--- config.mk ---
export PLATFORM = sky130hd
export DESIGN_NAME = mtm_alu_rx
export DESIGN_NICKNAME = d
export VERILOG_FILES = /design/src/rtl/alu_rx_pkg.sv /design/src/rtl/alu_rx_frame.sv /design/src/rtl/mtm_alu_rx.sv
export SDC_FILE = /design/constraint.sdc
export NUM_CORES = 1
export LEC_CHECK = 0
export CAP_MARGIN = 10
export CORE_ASPECT_RATIO = 1.2
export CORE_MARGIN = 5
export CORE_UTILIZATION = 58
export DETAILED_ROUTE_END_ITERATION = 10
export PLACE_DENSITY = 0.8
export SYNTH_ARGS = -nofsm -noshare
export SYNTH_HDL_FRONTEND = slang
export SYNTH_SLANG_ARGS = --single-unit
--- constraint.sdc ---
create_clock -name clk -period 4.65 [get_ports clk]
set_clock_uncertainty 0.2 [all_clocks]
set_input_delay 0.6975 -clock clk [delete_from_list [all_inputs] [get_ports clk]]
set_output_delay 0.6975 -clock clk [all_outputs]
set_load 0.005 [all_outputs]
--- src/rtl/alu_rx_pkg.sv ---
// Shared types, frame constants and the CRC-4 helper for the mtm ALU serial receiver.
// Operand width is carried as a run-time bit count so one CRC routine serves every WORD_BYTES.
package alu_rx_pkg;

  typedef enum logic [2:0] {
    OP_AND = 3'b000,
    OP_OR  = 3'b001,
    OP_ADD = 3'b100,
    OP_SUB = 3'b101
  } op_t;

  typedef enum logic [1:0] {
    FS_IDLE = 2'd0,
    FS_DATA = 2'd1,
    FS_STOP = 2'd2
  } frame_state_t;

  localparam int   FRAME_BITS      = 11;
  // Type bit plus 8 payload bits, i.e. everything between start and stop.
  localparam int   FRAME_BODY_BITS = FRAME_BITS - 2;
  localparam logic TYPE_DATA       = 1'b0;
  localparam logic TYPE_CMD        = 1'b1;

  localparam int ERR_DATA = 2;
  localparam int ERR_CRC  = 1;
  localparam int ERR_OP   = 0;

  localparam int MAX_WORD_BYTES = 8;
  localparam int CRC_MAX_BITS   = 16 * MAX_WORD_BYTES + 4;

  function automatic logic op_is_legal(input logic [2:0] op);
    return op inside {OP_AND, OP_OR, OP_ADD, OP_SUB};
  endfunction

  // CRC-4, x^4+x+1, init 0, over the low nbits of data, MSB first.
  function automatic logic [3:0] crc4(input logic [CRC_MAX_BITS-1:0] data, input int nbits);
    logic [3:0] c;
    logic       fb;
    c  = 4'b0000;
    fb = 1'b0;
    for (int i = CRC_MAX_BITS - 1; i >= 0; i--) begin
      if (i < nbits) begin
        fb = c[3] ^ data[i];
        c  = {c[2:0], 1'b0} ^ (fb ? 4'b0011 : 4'b0000);
      end
    end
    return c;
  endfunction

endpackage

--- src/rtl/alu_rx_frame.sv ---
// Bit-level frame receiver: start bit, 9 body bits (type + byte MSB first), stop bit.
// Emits a one-cycle frame_valid on a good stop bit, or frame_bad when the stop bit is 0.
module alu_rx_frame
  import alu_rx_pkg::*;
(
  input  logic         i_clk,
  input  logic         i_rst,
  input  logic         i_sin,
  output logic         o_frame_valid,
  output logic         o_frame_bad,
  output logic         o_frame_type,
  output logic [7:0]   o_frame_byte,
  output frame_state_t o_state
);

  frame_state_t r_state;
  logic [3:0]   r_bit_cnt;
  logic [8:0]   r_body;

  always_ff @(posedge i_clk) begin
    if (i_rst) begin
      r_state       <= FS_IDLE;
      r_bit_cnt     <= 4'd0;
      r_body        <= 9'd0;
      o_frame_valid <= 1'b0;
      o_frame_bad   <= 1'b0;
      o_frame_type  <= 1'b0;
      o_frame_byte  <= 8'd0;
    end else begin
      o_frame_valid <= 1'b0;
      o_frame_bad   <= 1'b0;
      case (r_state)
        FS_IDLE: begin
          if (!i_sin) begin
            r_state   <= FS_DATA;
            r_bit_cnt <= 4'd0;
          end
        end
        FS_DATA: begin
          r_body <= {r_body[7:0], i_sin};
          if (r_bit_cnt == 4'(FRAME_BODY_BITS - 1)) begin
            r_state <= FS_STOP;
          end else begin
            r_bit_cnt <= r_bit_cnt + 4'd1;
          end
        end
        FS_STOP: begin
          // Always back to IDLE so a start bit right after the stop bit is caught.
          r_state <= FS_IDLE;
          if (i_sin) begin
            o_frame_valid <= 1'b1;
            o_frame_type  <= r_body[8];
            o_frame_byte  <= r_body[7:0];
          end else begin
            o_frame_bad <= 1'b1;
          end
        end
        default: r_state <= FS_IDLE;
      endcase
    end
  end

  assign o_state = r_state;

endmodule

--- src/rtl/mtm_alu_rx.sv ---
// mtm ALU link receiver: assembles data frames into operands B and A, checks the command
// frame, and presents each packet on a ready/valid output register with overflow reporting.
module mtm_alu_rx
  import alu_rx_pkg::*;
#(
  parameter int WORD_BYTES = 4  // legal range 1..8
) (
  input  logic                    clk,
  input  logic                    rst,
  input  logic                    sin,
  output logic                    out_valid,
  input  logic                    out_ready,
  output logic [8*WORD_BYTES-1:0] out_a,
  output logic [8*WORD_BYTES-1:0] out_b,
  output logic [2:0]              out_op,
  output logic [2:0]              out_err,
  output logic                    overflow,
  output logic [1:0]              dbg_frame_state
);

  localparam int W       = 8 * WORD_BYTES;
  localparam int NFRAMES = 2 * WORD_BYTES;
  localparam int CNT_W   = $clog2(NFRAMES + 2);
  localparam logic [CNT_W-1:0] CNT_FULL = CNT_W'(NFRAMES);
  localparam logic [CNT_W-1:0] CNT_SAT  = CNT_W'(NFRAMES + 1);

  logic         w_frame_valid;
  logic         w_frame_bad;
  logic         w_frame_type;
  logic [7:0]   w_frame_byte;
  frame_state_t w_frame_state;

  alu_rx_frame u_frame (
    .i_clk         (clk),
    .i_rst         (rst),
    .i_sin         (sin),
    .o_frame_valid (w_frame_valid),
    .o_frame_bad   (w_frame_bad),
    .o_frame_type  (w_frame_type),
    .o_frame_byte  (w_frame_byte),
    .o_state       (w_frame_state)
  );

  assign dbg_frame_state = w_frame_state;

  logic [2*W-1:0]   r_shift;
  logic [CNT_W-1:0] r_cnt;
  logic             r_bad;

  logic             r_pkt_valid;
  logic [W-1:0]     r_pkt_a;
  logic [W-1:0]     r_pkt_b;
  logic [2:0]       r_pkt_op;
  logic [2:0]       r_pkt_err;

  logic [2:0]              w_cmd_op;
  logic [3:0]              w_cmd_crc;
  logic [3:0]              w_calc_crc;
  logic [CRC_MAX_BITS-1:0] w_crc_in;
  logic                    w_err_data;
  logic                    w_err_crc;
  logic                    w_err_op;
  logic [2:0]              w_err;

  // Command checks; only the highest-priority error survives.
  always_comb begin
    w_cmd_op   = w_frame_byte[6:4];
    w_cmd_crc  = w_frame_byte[3:0];
    w_crc_in   = '0;
    w_crc_in[2*W+3:0] = {r_shift, 1'b1, w_cmd_op};
    w_calc_crc = crc4(w_crc_in, 2 * W + 4);
    w_err_data = (r_cnt != CNT_FULL) || r_bad;
    w_err_crc  = (w_calc_crc != w_cmd_crc);
    w_err_op   = !op_is_legal(w_cmd_op);
    w_err      = 3'b000;
    if (w_err_data) begin
      w_err[ERR_DATA] = 1'b1;
    end else if (w_err_crc) begin
      w_err[ERR_CRC] = 1'b1;
    end else if (w_err_op) begin
      w_err[ERR_OP] = 1'b1;
    end
  end

  // Assembler stage: completed packets land in r_pkt_* one cycle after the command frame.
  always_ff @(posedge clk) begin
    if (rst) begin
      r_shift     <= '0;
      r_cnt       <= '0;
      r_bad       <= 1'b0;
      r_pkt_valid <= 1'b0;
      r_pkt_a     <= '0;
      r_pkt_b     <= '0;
      r_pkt_op    <= 3'b000;
      r_pkt_err   <= 3'b000;
    end else begin
      r_pkt_valid <= 1'b0;
      if (w_frame_bad) begin
        r_bad <= 1'b1;
      end
      if (w_frame_valid) begin
        if (w_frame_type == TYPE_DATA) begin
          r_shift <= {r_shift[2*W-9:0], w_frame_byte};
          if (r_cnt != CNT_SAT) begin
            r_cnt <= r_cnt + CNT_W'(1);
          end
        end else if (w_frame_type == TYPE_CMD) begin
          r_cnt       <= '0;
          r_bad       <= 1'b0;
          r_pkt_valid <= 1'b1;
          r_pkt_op    <= w_cmd_op;
          r_pkt_err   <= w_err;
          r_pkt_b     <= w_err_data ? '0 : r_shift[2*W-1:W];
          r_pkt_a     <= w_err_data ? '0 : r_shift[W-1:0];
        end
      end
    end
  end

  // Output register: valid/ready; data is held while out_valid & !out_ready, and a
  // completed packet that finds the register full (and not draining) is dropped.
  always_ff @(posedge clk) begin
    if (rst) begin
      out_valid <= 1'b0;
      out_a     <= '0;
      out_b     <= '0;
      out_op    <= 3'b000;
      out_err   <= 3'b000;
      overflow  <= 1'b0;
    end else begin
      overflow <= 1'b0;
      if (r_pkt_valid) begin
        if (!out_valid || out_ready) begin
          out_valid <= 1'b1;
          out_a     <= r_pkt_a;
          out_b     <= r_pkt_b;
          out_op    <= r_pkt_op;
          out_err   <= r_pkt_err;
        end else begin
          overflow <= 1'b1;
        end
      end else if (out_valid && out_ready) begin
        out_valid <= 1'b0;
      end
    end
  end

endmodule

==> results of run 1 <==
cells in the mapped netlist (all sizes together) (2+ instances only):
cell / number / share of area [%]
nor2b: 3 / 0.20
a21oi: 156 / 8.3
a22oi: 4 / 0.32
nand2: 311 / 12
xor3: 3 / 0.76
a22o: 64 / 6.0
nand2b: 3 / 0.20
nand4: 2 / 0.13
and2: 2 / 0.13
nand3: 10 / 0.53
clkbuf: 59 / 2.4
nor2: 20 / 0.80
inv: 6 / 0.24
xnor2: 61 / 5.9
nor3: 10 / 0.53
xnor3: 27 / 6.5
ha: 5 / 0.67
buf: 8 / 0.32
xor2: 18 / 1.7
nand3b: 2 / 0.16
dfxtp: 238 / 51
layout make-up:
type	instances	area, sq um	share of cell area, %
Clock inverter	10	134	1.21
Timing Repair Buffer	84	821	7.43
Inverter	6	22.5	0.204
Clock buffer	30	652	5.90
Tap cell	212	265	2.40
Multi-Input combinational cell	713	4380	39.7
Sequential cell	238	4760	43.1
path summary, 6_finish.rpt:
| kind | from | endpoint | slack [ns] | cells after the start |
|---|---|---|---|---|
| setup / recovery | r_shift[35]$_SDFFE_PP0P_ | r_pkt_err[0]$_SDFFE_PP0P_ | 0.51 | 11 |
| hold / removal | r_pkt_err[1]$_SDFFE_PP0P_ | r_pkt_err[1]$_SDFFE_PP0P_ | 0.25 | 2 |
| setup reg to reg | r_shift[35]$_SDFFE_PP0P_ | r_pkt_err[0]$_SDFFE_PP0P_ | 0.51 | 11 |
| hold reg to reg | r_pkt_err[1]$_SDFFE_PP0P_ | r_pkt_err[1]$_SDFFE_PP0P_ | 0.25 | 2 |
cells by family (layout without fill, tap and decap cells):
family,count (synthesis),after routing,share of synthesized area (%)
fa+ha+maj,5,5,0.666
buf+inv,73,130,2.92
xor+xnor,109,109,14.8
compound gates,230,230,15.1
flops,238,238,50.7
simple gates,367,367,15.4
mux,2,2,0.359
registers in the layout (all words and copies together), names as in the netlist, 2 cells and up:
| register | count |
|---|---|
| r_cnt | 4 |
| r_pkt_err | 3 |
| out_err | 3 |
| r_shift | 64 |
| r_pkt_op | 3 |
| u_frame.o_frame_byte | 8 |
| u_frame.o_state | 2 |
| u_frame.r_body | 9 |
| out_b | 32 |
| u_frame.r_bit_cnt | 4 |
| out_a | 32 |
| r_pkt_a | 32 |
| r_pkt_b | 32 |
| out_op | 3 |
routing by layer:
layer  track usage (%)  vias up
li1                  -     3510
met1              26.0     3388
met2              37.9      143
met3              2.57       39
met4              7.08        0
met5                 0        -
through the flow:
step                      worst slack, ns  utilization, %
final                               0.509            68.7
after global placement              0.669            63.8
after floorplan                     0.782               -
after detailed placement            0.542            63.8
after CTS                           0.524            68.7
after global routing                0.370            68.7
where the power goes:
part           leakage [uW]  switching [uW]  total (uW)  internal [uW]
logic               0.00164            45.3        56.3           11.0
registers           0.00192            3.42        2040           2040
clock network      0.000384             757        1910           1150
worst max-delay path: stages (launching register included):
cell and delay [ns]:
dfxtp_1 0.38, xnor3_1 0.45, xnor3_1 0.45, xnor2_1 0.26
xnor3_1 0.47, xnor3_1 0.46, xor3_1 0.40, nor2_1 0.14
a22oi_1 0.11, mux4_2 0.48, nor2_1 0.12, a32o_2 0.16
==> results.md, run 1 <==
- Nets: 1075
- Max Transition Viols Final: 0
- H-tree depth: 1
- Die width: 126 um
- Post-cts sizing count: 0
- Sink Count: 238
- Post-synth EDFFs: 0
- Port Buffers: 77
- Layout cells sized above 1: 5.55%
- Diodes inserted: 0
- Fillers: 1263
- Final Non-Filler Cells: 1293
- P_leak: 0.00394 uW
- Drt drc: 0
- CTS max path bufs: 3
- WHS: 0.248 ns
- Part of the cycle the worst path needs: 89.1%
- Worst Path Required: 4.89 ns
- Mean Syn Cell Area: 9.18 sq um
- Most common cell after layout, fill and taps aside: nand2_1
- Share of synthesized registers carrying an async set or reset: 0%
- Initial antenna violation count: 0
- M1 WL: 8.55 mm
- Ports: 78
- Dpl hpwl: 13.0 mm
- Post-DP Area: 10300 sq um
- Prevailing post-synth register cell: dfxtp_1
- Core Region: 16100 sq um
- Total Power: 4010 uW
- Commonest cells after routing, fill and taps aside: nand2_1 (310), dfxtp_1 (238), a21oi_1 (156), clkdlybuf4s50_1 (76), a22o_1 (64)
- HP Class: reg2reg
- Reg clk slew, reported paths: 0.06 ns
- Mapped Area: 9400 sq um
- Min cycle time layout: 4.14 ns
- Setup Total Neg Slack: 0 ns
- Design Area, Final: 11000 sq um
- Via density: 5.48
- Syn_nets: 1033
- Cts bufs inserted: 23
- Crit end category: flop
- GPL Wtd Cong: 0.842
- Die H: 149 um
- Initial core utilization: 58.4%
- Outcome: completed
- CTS tree: yes
- Top layer in use: met4
- Maxcap violations: 0
- First-pass GRT wire length: 33.1 mm
- Placed Cells: 1253
- Critical path data arrival time: 4.38 ns
- Post-synth cell types: 35
- CP Launch Type: flop
- Fin. Hold Viols: 0
- Final Routed Wirelength: 20.0 mm
- Cell Pwr Density: 363 nW/um^2
- Rows: 51
- Worst skew pair latency: 0.50 ns
- Clock Tree Root: clkbuf_16
- Seq cells post-synth: 238
- Fmax: 0.241 GHz
- Number of global-route vias before repair: 6734
- Post-route ant nets: 0
- Synth Warn #: 0
- Worst Path Max Fanout: 4
- DR vias: 7080
- Drt pass-1 iters: 4
- VDD IR max: 0.292 mV
- WL/cell: 15.5 um
- Unrepaired setup endpoints after global routing: false
- 1st-iter DRT viols: 377
- Gr ovfl total: 0
- Die area: 18900 sq um
- Post-Synthesis Cells: 1024
- Setup bufs post-CTS: 0
- CTS Hold Buffers Added: 0
- Max_slew headroom: 29.9%
- Setup CP Type: reg2reg
- Worst Tran Pin Value: 1.05 ns
- Metal3 WL: 694 um
- Total track usage: 21.0%
- Largest net degree at the start of global routing: 91
- Register area share after synthesis: 50.7%
- Met2 wire length: 10.3 mm
- Setup Viol. Count Final: 0
- Area Overhead vs Synth: 17.5%
Power figures use the tool's default switching activity.
==> run 2, diff against run 1 <==
Settings changed: TNS_END_PERCENT set to 5.
==> results of run 2 <==
No change in the layout: final DEF, timing and power equal those of run 1.
==> RTL edit (flow settings as in run 2) <==
Set the parameter `WORD_BYTES` to 2 (it was 4).
--- a/src/rtl/mtm_alu_rx.sv
+++ b/src/rtl/mtm_alu_rx.sv
@@ -4,5 +4,5 @@
   import alu_rx_pkg::*;
 #(
-  parameter int WORD_BYTES = 4  // legal range 1..8
+  parameter int WORD_BYTES = 2  // legal range 1..8
 ) (
   input  logic                    clk,
Ports: changed (resized out_a and out_b); port bits go from 78 to 46. The function was not compared with the original's and may differ.
==> RTL edit against run 2 <==
- clock power decreased by 30%
- via count down 42%
- wire length shrank 44%
- final area is 41% lower
- utilization is 3.6 points higher
- sequential power is 41% lower
- non-clock buffer count fell by 33
- synthesized area is 42% lower
- global-route usage fell by 0.68 points
- setup slack gained 1500 ps
- power is 36% lower
- sequential cell count fell by 97
==> RTL edit: results (changes against run 2) <==
Number of global-route vias before repair: 4,093 (was 6,734)
Global-route wire length before repair: 18,700 µm (was 33,100 µm)
Outcome: finished, final reports clean (unchanged)
Reg2reg setup slack: 2030 ps (was 510 ps)
Worst hold stages: 1 (was 2)
Cell-internal power: 2.07 mW (was 3.21 mW)
Post-synthesis compound-gate area fraction: 16.0% (was 15.1%)
Initial DRC Count: 175 (was 377)
Worst-path cell with the longest stage delay: dfxtp_1 (was mux4_2)
Fin nets: 638 (was 1,075)
Pre-CTS worst setup slack: 1710 ps (was 542 ps)
Synth top cells by count: 175 x nand2_1, 141 x dfxtp_1, 93 x a21oi_1, 37 x a22o_1, 37 x clkbuf_1 (was 311 x nand2_1, 238 x dfxtp_1, 156 x a21oi_1, 64 x a22o_1, 60 x xnor2_1)
Reg2Reg Depth: 7 (was 11)
Drt wl/cell: 14.6 µm (was 15.5 µm)
Routed wl met3: 347 µm (was 694 µm)
DP HPWL: 7310 µm (was 13,000 µm)
GRT Util Overall: 20.3% (was 21.0%)
Maximum clock path buffer count: 2 (was 3)
Dpl cells: 728 (was 1,253)
Critical path's largest stage delay: 630 ps (was 480 ps)
Routability Congestion: 0.875 (was 0.842)
Dpl cell area: 0.00591 mm² (was 0.0103 mm²)
Input/output buffers: 45 (was 77)
Sw Pwr: 0.512 mW (was 0.805 mW)
Family with the most delay on the worst path: flip-flops (was XOR/XNOR gates)
Net Count, Synth: 608 (was 1,033)
Setup crit end: dbg_frame_state[1] (was r_pkt_err[0])
Slew @ Worst Pin: 1200 ps (was 1050 ps)
Seq group: 1.21 mW (was 2.04 mW)
Pin count of the biggest net entering global routing: 65 (was 91)
Ranking of synthesized cells by area: dfxtp_1 52%, nand2_1 12%, a21oi_1 8.6% (was dfxtp_1 51%, nand2_1 12%, a21oi_1 8.3%)
Hold Path End: r_bad (was r_pkt_err[1])
Worst r2r src: r_shift[13] (was r_shift[35])
Adder-cell share of the synthesized area: 1.15% (was 0.666%)
CP Launch Point: u_frame.o_state[1] (was r_shift[35])
Finished Layout Cells: 761 (was 1,293)
RTL edit: changes by cell type after synthesis, moves of 6 or more:
cell	change
clkbuf_1	-22
dfxtp_1	-97
a21oi_1	-63
buf_1	-6
a22o_1	-27
nand2_1	-136
xnor3_1	-13
xnor2_1	-29
nor2_1	-12
xor2_1	-10
RTL edit: area by class of cell:
cell class              count  area [µm²]
clock inverters            10         138
multi-input cells         411        2430
clock buffers              21         459
repair buffers             51         531
flip-flops and latches    141        2820
well taps                 120         150
inverters                   7        26.3
fillers                   639        2520
RTL edit: worst register-to-register path, cell delays in order, from the launching register on:
cell and delay, ps:
dfxtp_1 400, xor3_2 500, xnor2_1 200, xnor3_1 400
xnor2_1 220, mux2i_1 310, nor2_1 100, a22o_1 200
RTL edit: routing by layer:
metal,up-vias,GRT usage (%)
met5,-,0
met3,18,5.12
li1,2062,-
met1,1989,22.7
met4,0,7.56
met2,71,37.3
